<file path="src/rtl/stack_xfer_pkg.sv">
// Shared types and constants for the PUSH/POP stack transfer sequencer.
// FHRRR select format: F = full 16-bit access, H = high byte, RRR = register index.
package stack_xfer_pkg;

   typedef enum logic [3:0] {
      S_IDLE,
      S_PU_RDPAIR,
      S_PU_DEC,
      S_PU_RDSP,
      S_PU_WRHI,
      S_PU_DEC2,
      S_PU_WRLO,
      S_PO_RDSP,
      S_PO_RDLO,
      S_PO_INC,
      S_PO_RDHI,
      S_PO_INC2,
      S_PO_WRLO,
      S_PO_WRHI,
      S_DONE
   } state_t;

   localparam logic [2:0] PAIR_BC = 3'd0;
   localparam logic [2:0] PAIR_DE = 3'd1;
   localparam logic [2:0] PAIR_HL = 3'd2;
   localparam logic [2:0] PAIR_PC = 3'd4;
   localparam logic [2:0] PAIR_AF = 3'd5;

   localparam logic [2:0] SP_IDX = 3'd3;

   localparam int FHRRR_F_BIT   = 4;
   localparam int FHRRR_H_BIT   = 3;
   localparam int FHRRR_IDX_MSB = 2;

   function automatic logic [4:0] fhrrr(input logic full, input logic hi, input logic [2:0] idx);
      logic [4:0] v;
      v                      = 5'b00000;
      v[FHRRR_F_BIT]         = full;
      v[FHRRR_H_BIT]         = hi;
      v[FHRRR_IDX_MSB:0]     = idx;
      return v;
   endfunction

   function automatic logic pair_legal(input logic [2:0] p);
      logic ok;
      case (p)
         PAIR_BC, PAIR_DE, PAIR_HL, PAIR_PC, PAIR_AF: ok = 1'b1;
         default:                                     ok = 1'b0;
      endcase
      return ok;
   endfunction

endpackage

</file>
<file path="src/rtl/stack_xfer_if.sv">
// Byte-wide memory bus used by the stack sequencer; the sequencer is the master.
interface stack_xfer_if;
   logic        mem_req;
   logic        mem_we;
   logic [15:0] mem_addr;
   logic [7:0]  mem_wdata;
   logic [7:0]  mem_rdata;
   logic        mem_ack;

   modport master (
      output mem_req, mem_we, mem_addr, mem_wdata,
      input  mem_rdata, mem_ack
   );

   modport slave (
      input  mem_req, mem_we, mem_addr, mem_wdata,
      output mem_rdata, mem_ack
   );
endinterface

</file>
<file path="src/rtl/stack_xfer.sv">
// 16-bit PUSH/POP sequencer between the register file and the memory bus (Game Boy order:
// PUSH writes high byte at SP-1 then low at SP-2; POP reads low then high).
module stack_xfer #(
   parameter logic [2:0] SP_IDX  = stack_xfer_pkg::SP_IDX,
   parameter logic [2:0] AF_CODE = stack_xfer_pkg::PAIR_AF
) (
   input  logic                clock,
   input  logic                reset_n,
   input  logic                start,
   input  logic                op,
   input  logic [2:0]          pair,
   output logic                busy,
   output logic                done,
   output logic                err,
   output logic [4:0]          rf_rn_out,
   input  logic [15:0]         rf_rdata,
   output logic [4:0]          rf_rn_in,
   output logic [7:0]          rf_wdata,
   output logic                rf_we,
   output logic                rf_change16,
   output logic                rf_inc,
   input  logic [15:0]         af_in,
   output logic [15:0]         af_out,
   output logic                af_load,
   stack_xfer_if.master        mem
);
   import stack_xfer_pkg::*;

   state_t      r_state;
   logic [2:0]  r_pair;
   logic [15:0] r_val;
   logic [15:0] r_addr;
   logic [7:0]  r_lo;
   logic [7:0]  r_hi;

   logic        r_busy;
   logic        r_done;
   logic        r_err;
   logic [4:0]  r_rf_rn_out;
   logic [4:0]  r_rf_rn_in;
   logic [7:0]  r_rf_wdata;
   logic        r_rf_we;
   logic        r_rf_change16;
   logic        r_rf_inc;
   logic [15:0] r_af_out;
   logic        r_af_load;
   logic        r_mem_req;
   logic        r_mem_we;
   logic [15:0] r_mem_addr;
   logic [7:0]  r_mem_wdata;

   logic        w_pair_legal;
   logic        w_is_af;
   logic [4:0]  w_sp_sel;

   assign w_pair_legal = pair_legal(pair);
   assign w_is_af      = (r_pair == AF_CODE);
   assign w_sp_sel     = fhrrr(1'b1, 1'b0, SP_IDX);

   // Outputs are all registered and are set up on the edge that enters the state using them.
   always_ff @(posedge clock or negedge reset_n) begin
      if (!reset_n) begin
         r_state       <= S_IDLE;
         r_pair        <= 3'd0;
         r_val         <= 16'h0000;
         r_addr        <= 16'h0000;
         r_lo          <= 8'h00;
         r_hi          <= 8'h00;
         r_busy        <= 1'b0;
         r_done        <= 1'b0;
         r_err         <= 1'b0;
         r_rf_rn_out   <= 5'b00000;
         r_rf_rn_in    <= 5'b00000;
         r_rf_wdata    <= 8'h00;
         r_rf_we       <= 1'b0;
         r_rf_change16 <= 1'b0;
         r_rf_inc      <= 1'b0;
         r_af_out      <= 16'h0000;
         r_af_load     <= 1'b0;
         r_mem_req     <= 1'b0;
         r_mem_we      <= 1'b0;
         r_mem_addr    <= 16'h0000;
         r_mem_wdata   <= 8'h00;
      end else begin
         r_done        <= 1'b0;
         r_err         <= 1'b0;
         r_rf_rn_out   <= 5'b00000;
         r_rf_rn_in    <= 5'b00000;
         r_rf_wdata    <= 8'h00;
         r_rf_we       <= 1'b0;
         r_rf_change16 <= 1'b0;
         r_rf_inc      <= 1'b0;
         r_af_out      <= 16'h0000;
         r_af_load     <= 1'b0;
         case (r_state)
            S_IDLE: begin
               if (start && w_pair_legal) begin
                  r_pair <= pair;
                  r_busy <= 1'b1;
                  if (op == 1'b0) begin
                     r_state     <= S_PU_RDPAIR;
                     r_rf_rn_out <= fhrrr(1'b1, 1'b0, pair);
                  end else begin
                     r_state     <= S_PO_RDSP;
                     r_rf_rn_out <= w_sp_sel;
                  end
               end else if (start) begin
                  r_err <= 1'b1;
               end else begin
                  r_state <= S_IDLE;
               end
            end
            S_PU_RDPAIR: begin
               r_val         <= w_is_af ? af_in : rf_rdata;
               r_state       <= S_PU_DEC;
               r_rf_rn_in    <= w_sp_sel;
               r_rf_change16 <= 1'b1;
               r_rf_we       <= 1'b1;
               r_rf_inc      <= 1'b0;
            end
            S_PU_DEC: begin
               r_state     <= S_PU_RDSP;
               r_rf_rn_out <= w_sp_sel;
            end
            S_PU_RDSP: begin
               r_addr      <= rf_rdata;
               r_state     <= S_PU_WRHI;
               r_mem_req   <= 1'b1;
               r_mem_we    <= 1'b1;
               r_mem_addr  <= rf_rdata;
               r_mem_wdata <= r_val[15:8];
            end
            S_PU_WRHI: begin
               if (mem.mem_ack) begin
                  r_mem_req     <= 1'b0;
                  r_mem_we      <= 1'b0;
                  r_mem_addr    <= 16'h0000;
                  r_mem_wdata   <= 8'h00;
                  r_addr        <= r_addr - 16'd1;
                  r_state       <= S_PU_DEC2;
                  r_rf_rn_in    <= w_sp_sel;
                  r_rf_change16 <= 1'b1;
                  r_rf_we       <= 1'b1;
                  r_rf_inc      <= 1'b0;
               end
            end
            S_PU_DEC2: begin
               r_state     <= S_PU_WRLO;
               r_mem_req   <= 1'b1;
               r_mem_we    <= 1'b1;
               r_mem_addr  <= r_addr;
               r_mem_wdata <= r_val[7:0];
            end
            S_PU_WRLO: begin
               if (mem.mem_ack) begin
                  r_mem_req   <= 1'b0;
                  r_mem_we    <= 1'b0;
                  r_mem_addr  <= 16'h0000;
                  r_mem_wdata <= 8'h00;
                  r_state     <= S_DONE;
                  r_done      <= 1'b1;
                  r_busy      <= 1'b0;
               end
            end
            S_PO_RDSP: begin
               r_addr     <= rf_rdata;
               r_state    <= S_PO_RDLO;
               r_mem_req  <= 1'b1;
               r_mem_we   <= 1'b0;
               r_mem_addr <= rf_rdata;
            end
            S_PO_RDLO: begin
               if (mem.mem_ack) begin
                  r_lo          <= mem.mem_rdata;
                  r_mem_req     <= 1'b0;
                  r_mem_addr    <= 16'h0000;
                  r_addr        <= r_addr + 16'd1;
                  r_state       <= S_PO_INC;
                  r_rf_rn_in    <= w_sp_sel;
                  r_rf_change16 <= 1'b1;
                  r_rf_we       <= 1'b1;
                  r_rf_inc      <= 1'b1;
               end
            end
            S_PO_INC: begin
               r_state    <= S_PO_RDHI;
               r_mem_req  <= 1'b1;
               r_mem_we   <= 1'b0;
               r_mem_addr <= r_addr;
            end
            S_PO_RDHI: begin
               if (mem.mem_ack) begin
                  r_hi          <= mem.mem_rdata;
                  r_mem_req     <= 1'b0;
                  r_mem_addr    <= 16'h0000;
                  r_state       <= S_PO_INC2;
                  r_rf_rn_in    <= w_sp_sel;
                  r_rf_change16 <= 1'b1;
                  r_rf_we       <= 1'b1;
                  r_rf_inc      <= 1'b1;
               end
            end
            S_PO_INC2: begin
               r_state <= S_PO_WRLO;
               if (!w_is_af) begin
                  r_rf_rn_in <= fhrrr(1'b0, 1'b0, r_pair);
                  r_rf_wdata <= r_lo;
                  r_rf_we    <= 1'b1;
               end
            end
            S_PO_WRLO: begin
               r_state <= S_PO_WRHI;
               // AF lives outside the register file, so it is handed over as one 16-bit strobe.
               if (w_is_af) begin
                  r_af_load <= 1'b1;
                  r_af_out  <= {r_hi, r_lo};
               end else begin
                  r_rf_rn_in <= fhrrr(1'b0, 1'b1, r_pair);
                  r_rf_wdata <= r_hi;
                  r_rf_we    <= 1'b1;
               end
            end
            S_PO_WRHI: begin
               r_state <= S_DONE;
               r_done  <= 1'b1;
               r_busy  <= 1'b0;
            end
            S_DONE: begin
               r_state <= S_IDLE;
            end
            default: begin
               r_state     <= S_IDLE;
               r_busy      <= 1'b0;
               r_mem_req   <= 1'b0;
               r_mem_we    <= 1'b0;
               r_mem_addr  <= 16'h0000;
               r_mem_wdata <= 8'h00;
            end
         endcase
      end
   end

   assign busy          = r_busy;
   assign done          = r_done;
   assign err           = r_err;
   assign rf_rn_out     = r_rf_rn_out;
   assign rf_rn_in      = r_rf_rn_in;
   assign rf_wdata      = r_rf_wdata;
   assign rf_we         = r_rf_we;
   assign rf_change16   = r_rf_change16;
   assign rf_inc        = r_rf_inc;
   assign af_out        = r_af_out;
   assign af_load       = r_af_load;
   assign mem.mem_req   = r_mem_req;
   assign mem.mem_we    = r_mem_we;
   assign mem.mem_addr  = r_mem_addr;
   assign mem.mem_wdata = r_mem_wdata;

endmodule

</file>
<file path="src/flat_wrapper.sv">
// flat-port wrapper written by rule: the top's interface ports become plain ports
module stack_xfer_flat import stack_xfer_pkg::*;
#(
   parameter logic [2:0] SP_IDX  = stack_xfer_pkg::SP_IDX,
   parameter logic [2:0] AF_CODE = stack_xfer_pkg::PAIR_AF
)
  (clock, reset_n, start, op, pair, busy, done, err, rf_rn_out, rf_rdata, rf_rn_in, rf_wdata, rf_we, rf_change16, rf_inc, af_in, af_out, af_load, mem_mem_req, mem_mem_we, mem_mem_addr, mem_mem_wdata, mem_mem_rdata, mem_mem_ack);
  stack_xfer_if mem_i ();
  input  logic clock;
  input  logic reset_n;
  input  logic start;
  input  logic op;
  input  logic [2:0] pair;
  output logic busy;
  output logic done;
  output logic err;
  output logic [4:0] rf_rn_out;
  input  logic [15:0] rf_rdata;
  output logic [4:0] rf_rn_in;
  output logic [7:0] rf_wdata;
  output logic rf_we;
  output logic rf_change16;
  output logic rf_inc;
  input  logic [15:0] af_in;
  output logic [15:0] af_out;
  output logic af_load;
  output wire logic [$bits(mem_i.mem_req)-1:0] mem_mem_req;
  output wire logic [$bits(mem_i.mem_we)-1:0] mem_mem_we;
  output wire logic [$bits(mem_i.mem_addr)-1:0] mem_mem_addr;
  output wire logic [$bits(mem_i.mem_wdata)-1:0] mem_mem_wdata;
  input wire logic [$bits(mem_i.mem_rdata)-1:0] mem_mem_rdata;
  input wire logic [$bits(mem_i.mem_ack)-1:0] mem_mem_ack;
  assign mem_mem_req = mem_i.mem_req;
  assign mem_mem_we = mem_i.mem_we;
  assign mem_mem_addr = mem_i.mem_addr;
  assign mem_mem_wdata = mem_i.mem_wdata;
  assign mem_i.mem_rdata = mem_mem_rdata;
  assign mem_i.mem_ack = mem_mem_ack;
  stack_xfer #(.SP_IDX(SP_IDX), .AF_CODE(AF_CODE)) u_core (.clock(clock), .reset_n(reset_n), .start(start), .op(op), .pair(pair), .busy(busy), .done(done), .err(err), .rf_rn_out(rf_rn_out), .rf_rdata(rf_rdata), .rf_rn_in(rf_rn_in), .rf_wdata(rf_wdata), .rf_we(rf_we), .rf_change16(rf_change16), .rf_inc(rf_inc), .af_in(af_in), .af_out(af_out), .af_load(af_load), .mem(mem_i));
endmodule
</file>
<file path="config.mk">
export PLATFORM = sky130hd
export DESIGN_NAME = stack_xfer_flat
export DESIGN_NICKNAME = d
export VERILOG_FILES = /design/src/rtl/stack_xfer_pkg.sv /design/src/rtl/stack_xfer_if.sv /design/src/rtl/stack_xfer.sv /design/src/flat_wrapper.sv
export SDC_FILE = /design/constraint.sdc
export NUM_CORES = 1
export LEC_CHECK = 0
export CAP_MARGIN = 20
export CELL_PAD_IN_SITES_DETAIL_PLACEMENT = 0
export CELL_PAD_IN_SITES_GLOBAL_PLACEMENT = 1
export CORE_MARGIN = 1.5
export CORE_UTILIZATION = 26
export CTS_CLUSTER_DIAMETER = 80
export DETAILED_ROUTE_END_ITERATION = 12
export PLACE_DENSITY = 0.62
export SLEW_MARGIN = 20
export SYNTH_ARGS = -nofsm -noshare
export SYNTH_HDL_FRONTEND = slang
export SYNTH_SLANG_ARGS = --single-unit
</file>
<file path="constraint.sdc">
create_clock -name clock -period 2.95 [get_ports clock]
set_clock_uncertainty 0.1 [all_clocks]
set_input_delay 0.295 -clock clock [delete_from_list [all_inputs] [get_ports clock]]
set_output_delay 0.295 -clock clock [all_outputs]
set_load 0.05 [all_outputs]
</file>
## Word level (Yosys, flattened, before mapping)

Cells that the tools add are included.

- Flip-flop bits (word level): 122
- Input port bits: 48
- Output and inout bits: 67
- Word-level logic and storage cells: 126

- Add/subtract/negate cells: 2
- Equality and inequality tests: 27
- Mux-type cells: 45
- Bitwise operators: 4
- Reductions and logical operators: 27

Operators by type and width:

| kind | count |
|---|---|
| $mux W16 | 6 |
| $pmux W16 S4 | 1 |
| $pmux W4 S14 | 1 |
| $pmux W16 S3 | 1 |
| $pmux W8 S4 | 1 |
| $eq A4 B4 Y1 const B | 7 |
| $mux W4 | 7 |
| $mux W8 | 3 |
| $pmux W5 S4 | 1 |
| $add A16 B1 Y16 const B | 1 |
| $eq A4 B3 Y1 const B | 4 |
| $pmux W8 S2 | 1 |
| $sub A16 B1 Y16 const B | 1 |
| $pmux W1 S3 | 4 |
| $reduce_and A2 Y1 | 6 |
| $reduce_or A12 Y1 | 1 |
| $reduce_or A2 Y1 | 6 |
| $mux W1 | 11 |
| $reduce_or A11 Y1 | 1 |
| $mux W5 | 2 |
| $pmux W5 S2 | 1 |
| $eq A3 B3 Y1 const B | 3 |
| $mux W3 | 3 |
| $reduce_or A9 Y1 | 1 |
| 19 further kinds | 31 |

## Longest topological paths before layout

Gate-level depths: netlist of run 1.

- Depth after elaboration: 6
- Depth in mapped cells: 11
- Depth with buffers taken out: 10

## Worst setup path after synthesis of run 1

Ideal clock, no wire load.

- Path kind: register to register
- Start point: register u_core.r_state[2]
- End point: register u_core.r_addr[12]
- Setup time: 0.073 ns
- Arrival time: 2.822 ns
- Data required time: 2.777 ns
- Slack: -0.045 ns
- Stages on the path, launching flop included: 12
- Buffers on the path: 1
- Clock period less this slack: 2.995 ns
- Cells stage by stage: dfrtp_1 -> buf_2 -> nor2b_1 -> nand2_1 -> inv_1 -> fa_1 -> and2b_1 -> or2_4 -> a41oi_4 -> or4_1 -> a32o_1 -> a21oi_2

- Cells in the longest elaborated chain, start to end: 4
- Elaborated cells between the ends (all ways): 10
- Those cells by class: 6 x eq/ne; 1 x mux; 3 x reduce/logical

RTL lines:

| what | RTL line | text |
|---|---|---|
| from (decl) | stack_xfer.sv:29 | `state_t r_state;` |
| from (signal assigned) | stack_xfer.sv:63 | `r_state <= S_IDLE;` |
| from (signal assigned) | stack_xfer.sv:101 | `r_state <= S_PU_RDPAIR;` |
| from (signal assigned) | stack_xfer.sv:104 | `r_state <= S_PO_RDSP;` |
| $eq A4 B2 Y1 / $eq A4 B3 Y1 (equally long branches) | stack_xfer.sv:95 | `case (r_state)` |
| $reduce_or A2 Y1 (no source line) | -- |  |
| $reduce_bool A3 Y1 (no source line) | -- |  |
| $reduce_and A3 Y1 (no source line) | -- |  |
| to (signal assigned) | stack_xfer.sv:126 | `r_addr <= rf_rdata;` |
| to (signal assigned) | stack_xfer.sv:139 | `r_addr <= r_addr - 16'd1;` |
| to (signal assigned) | stack_xfer.sv:166 | `r_addr <= rf_rdata;` |
| to (decl) | stack_xfer.sv:32 | `logic [15:0] r_addr;` |

Several ways; a longest one is shown, not always the timed one.
A chain may end at the register's enable or synchronous reset.

## Worst setup path after layout of run 1

Ends and elaborated chain as after synthesis.

==> flow_summary.yaml, run 1 <==
sta:
  setup_viol_count_final: 0
  slew_headroom: 0.407
  rsz0062_at_grt: "false"
  hold_violations: 0
  tightest_slew_ns: 0.889
  fin_ws_ns: 0.212
  fin_setup_tns_ns: 0
  fmax_mhz: 365
  slew_viol_final: 0
  fin_crit_ns: 2.74
  hold-worst-slack_ns: 0.333
  min_period_over_period: 0.928
cells_and_area:
  drive_gt1_frac: 0.134
  diodes: 0
  seq_area_um2: 3030
  multi_input_area_um2: 2460
  final_nets: 726
  stdcell_area_um2: 7880
  fillers: 2157
  syn2layout_area_growth_pct: 38.0
  final_util: 0.363
  final_cell_count_no_fill: 954
floorplan:
  ios: 115
  die-area_um2: 22900
  die_y_um: 151
  core_area_um2: 21700
  start_util: 0.263
  die_x_um: 151
  rows: 54
route:
  viasPerCell: 4.83
  drt_first_pass_iters: 7
  post_drt_wl_per_cell_um: 17.1
  drt_first_iter_violations: 318
  vias: 4611
  drc: 0
  ant_nets: 0
  totalWireLength_um: 16300
synth:
  synth-simple-area-share: 0.118
  post-synth-top-count-cell: "dfrtp_1"
  async_flop_share: 1.00
  netlist_area_um2: 5710
  synth-seq-cells: 121
  synth_top_area_cell: "dfrtp_1"
  synth_compound_area_frac: 0.177
  syn_inst: 534
  synth_top_cell_area_share: 0.530
  synth_top_cells_by_count: "dfrtp_1, a21oi_1, nor2_1, nand2_1, inv_1"
  yosys_warnings: 0
  synthMuxAreaShare: 0.0693
  synth.net_count: 599
  yosys-top-cells-area: "dfrtp_1, a21oi_1, mux2_2"
  synth_ff_type: "dfrtp_1"
  synth_edf_count: 0
  synthXorXnorAreaFrac: 0.0230
  ys_types: 61
  avgSynthCellArea_um2: 10.7
  ys_seq_area_frac: 0.530
  synth_top_family_by_area: "compound AO/OA/AOI/OAI gates"
  synthAdderAreaFrac: 0.0386
setup_path:
  cpLargestDelayFamily: "simple AND/OR/NAND/NOR gates"
  cp-end-kind: "flop"
  crit_type: "flop to flop"
  path_max_fanout: 14
  critPathArrivalTime_ns: 2.98
  slowest_delay_ns: 0.49
  cp_slowest_cell: "or3b_2"
  cp-start-kind: "flop"
  startpoint: "u_core.r_state[2]"
  r2r-start: "u_core.r_state[2]"
  path_cells: "nor2b_1, nand2_2, buf_4, ha_1, nand2_1, o21ai_0, a21oi_1, or3b_2, a21oi_2"
  crit_required_ns: 3.19
  path_buf_inv: 1
global_route:
  grt_max_degree: 49
  grt_pass1_vias: 4704
  antenna_found_initial: 0
  grtUsageTotal: 0.149
  grt_pass1_wl_um: 25900
  grt_overflow: 0
clock_tree:
  clock_path_buffers: 2
  cts_inserted_buffers: 17
  cts_setup_buffers: 0
  clock_latency_ns: 0.41
  cts_sinks: 121
  ctsRootBufferMaster: "clkbuf_16"
  cts_tree: "yes"
  clkTransAtPathRegs_ns: 0.06
  h-tree-depth: 4
pwr:
  pwr_density_cell_nw_per_um2: 1210
  power_mw: 9.50
  max-vdd-ir-drop_v: 0.000458
  leakage_nw: 3.43
status:
  status: "finished clean"
placement:
  dpl.hpwl_um: 12200
  io_buffers: 113
  routabilityCongestion: 0.867
  post-place-cells: 921
  dpl_worst_slack_ns: 0.168
  placed_area_um2: 7250
min_path:
  min_path_type: "input port to asynchronous set/reset pin"
run:
  cap_viol_max_count: 0
==> what timing repair did <==
item                                    4_1_cts  5_1_grt
endpoints found under the hold margin        45        0
hold buffers                                  1        0
resized for setup                             0        3
endpoints found under the setup margin        0        1
==> cell families after synthesis <==
kind of cell    after synthesis
mux                          37
compound gates              146
other cells                   1
simple gates                137
xor+xnor                     15
fa+ha+maj                    17
flops                       121
buf+inv                      60
==> cell type report <==
type / count / area share
Clock buffer: 20 / 0.0580
Clock inverter: 12 / 0.0181
Inverter: 31 / 0.0148
Multi-Input combinational cell: 353 / 0.312
Sequential cell: 121 / 0.384
Tap cell: 280 / 0.0445
Timing Repair Buffer: 137 / 0.168
==> report_power, final <==
part           switching [mW]  total [mW]  internal, mW
registers               0.403        2.66          2.25
logic                    2.91        4.77          1.85
clock network           0.777        2.08          1.30
total                    4.09        9.50          5.41
==> sequential cells by signal, indices dropped and copies added (netlist names), 5 cells and up <==
| signal | count |
|---|---|
| u_core.mem.mem_wdata | 8 |
| u_core.rf_wdata | 8 |
| u_core.r_hi | 8 |
| u_core.r_addr | 16 |
| u_core.mem.mem_addr | 16 |
| u_core.r_val | 16 |
| u_core.r_lo | 8 |
| u_core.rf_rn_in | 5 |
| u_core.af_out | 16 |
==> path summary, 6_finish.rpt <==
path                                  endpoint  slack (ns)  depth (start not counted)
max reg2reg                  u_core.r_addr[12]        0.21                          9
max in group asynchronous     u_core.r_addr[8]        1.63                          3
max                          u_core.r_addr[12]        0.21                          9
min reg2reg                 u_core.mem.mem_req        0.39                          1
min in group clock          u_core.mem.mem_req        0.39                          1
min                        u_core.rf_rn_out[1]        0.33                          2
==> metal layers <==
metal  global-route usage  part of all wire  up-vias
li1                     -                 -     2179
met1                0.194              0.46     2293
met2                0.245              0.49      127
met3               0.0367             0.044       12
met4               0.0427             0.013        0
met5                    0                 0        -
==> cell usage in the layout (no fill, tap or decap), drive strengths merged, types with 7 or more instances in the layout <==
master         count
clkdlybuf4s50    112
inv               33
o21ai             27
mux2              20
a222oi            22
nand3             10
dfrtp            121
a21oi             50
buf               24
ha                16
xnor2             12
and2              21
mux2i             17
clkbuf            20
nand2             34
nor2              43
a22o               8
clkinv             7
==> worst register-to-register path, stage by stage, from the launching register on <==
cell and delay [ns]:
dfrtp_1 0.38, nor2b_1 0.21, nand2_2 0.12, buf_4 0.21
ha_1 0.46, nand2_1 0.09, o21ai_0 0.32, a21oi_1 0.16
or3b_2 0.49, a21oi_2 0.14
Power figures use the tool's default switching activity.
==> inputs of run 2 (changes only) <==
--- a/config.mk
+++ b/config.mk
@@ -10,7 +10,6 @@
 export CELL_PAD_IN_SITES_GLOBAL_PLACEMENT = 1
 export CORE_MARGIN = 1.5
 export CORE_UTILIZATION = 26
-export CTS_CLUSTER_DIAMETER = 80
 export DETAILED_ROUTE_END_ITERATION = 12
 export PLACE_DENSITY = 0.62
 export SLEW_MARGIN = 20
==> results of run 2 <==
Same layout as run 1: the final DEF is identical, and so are final timing and power.
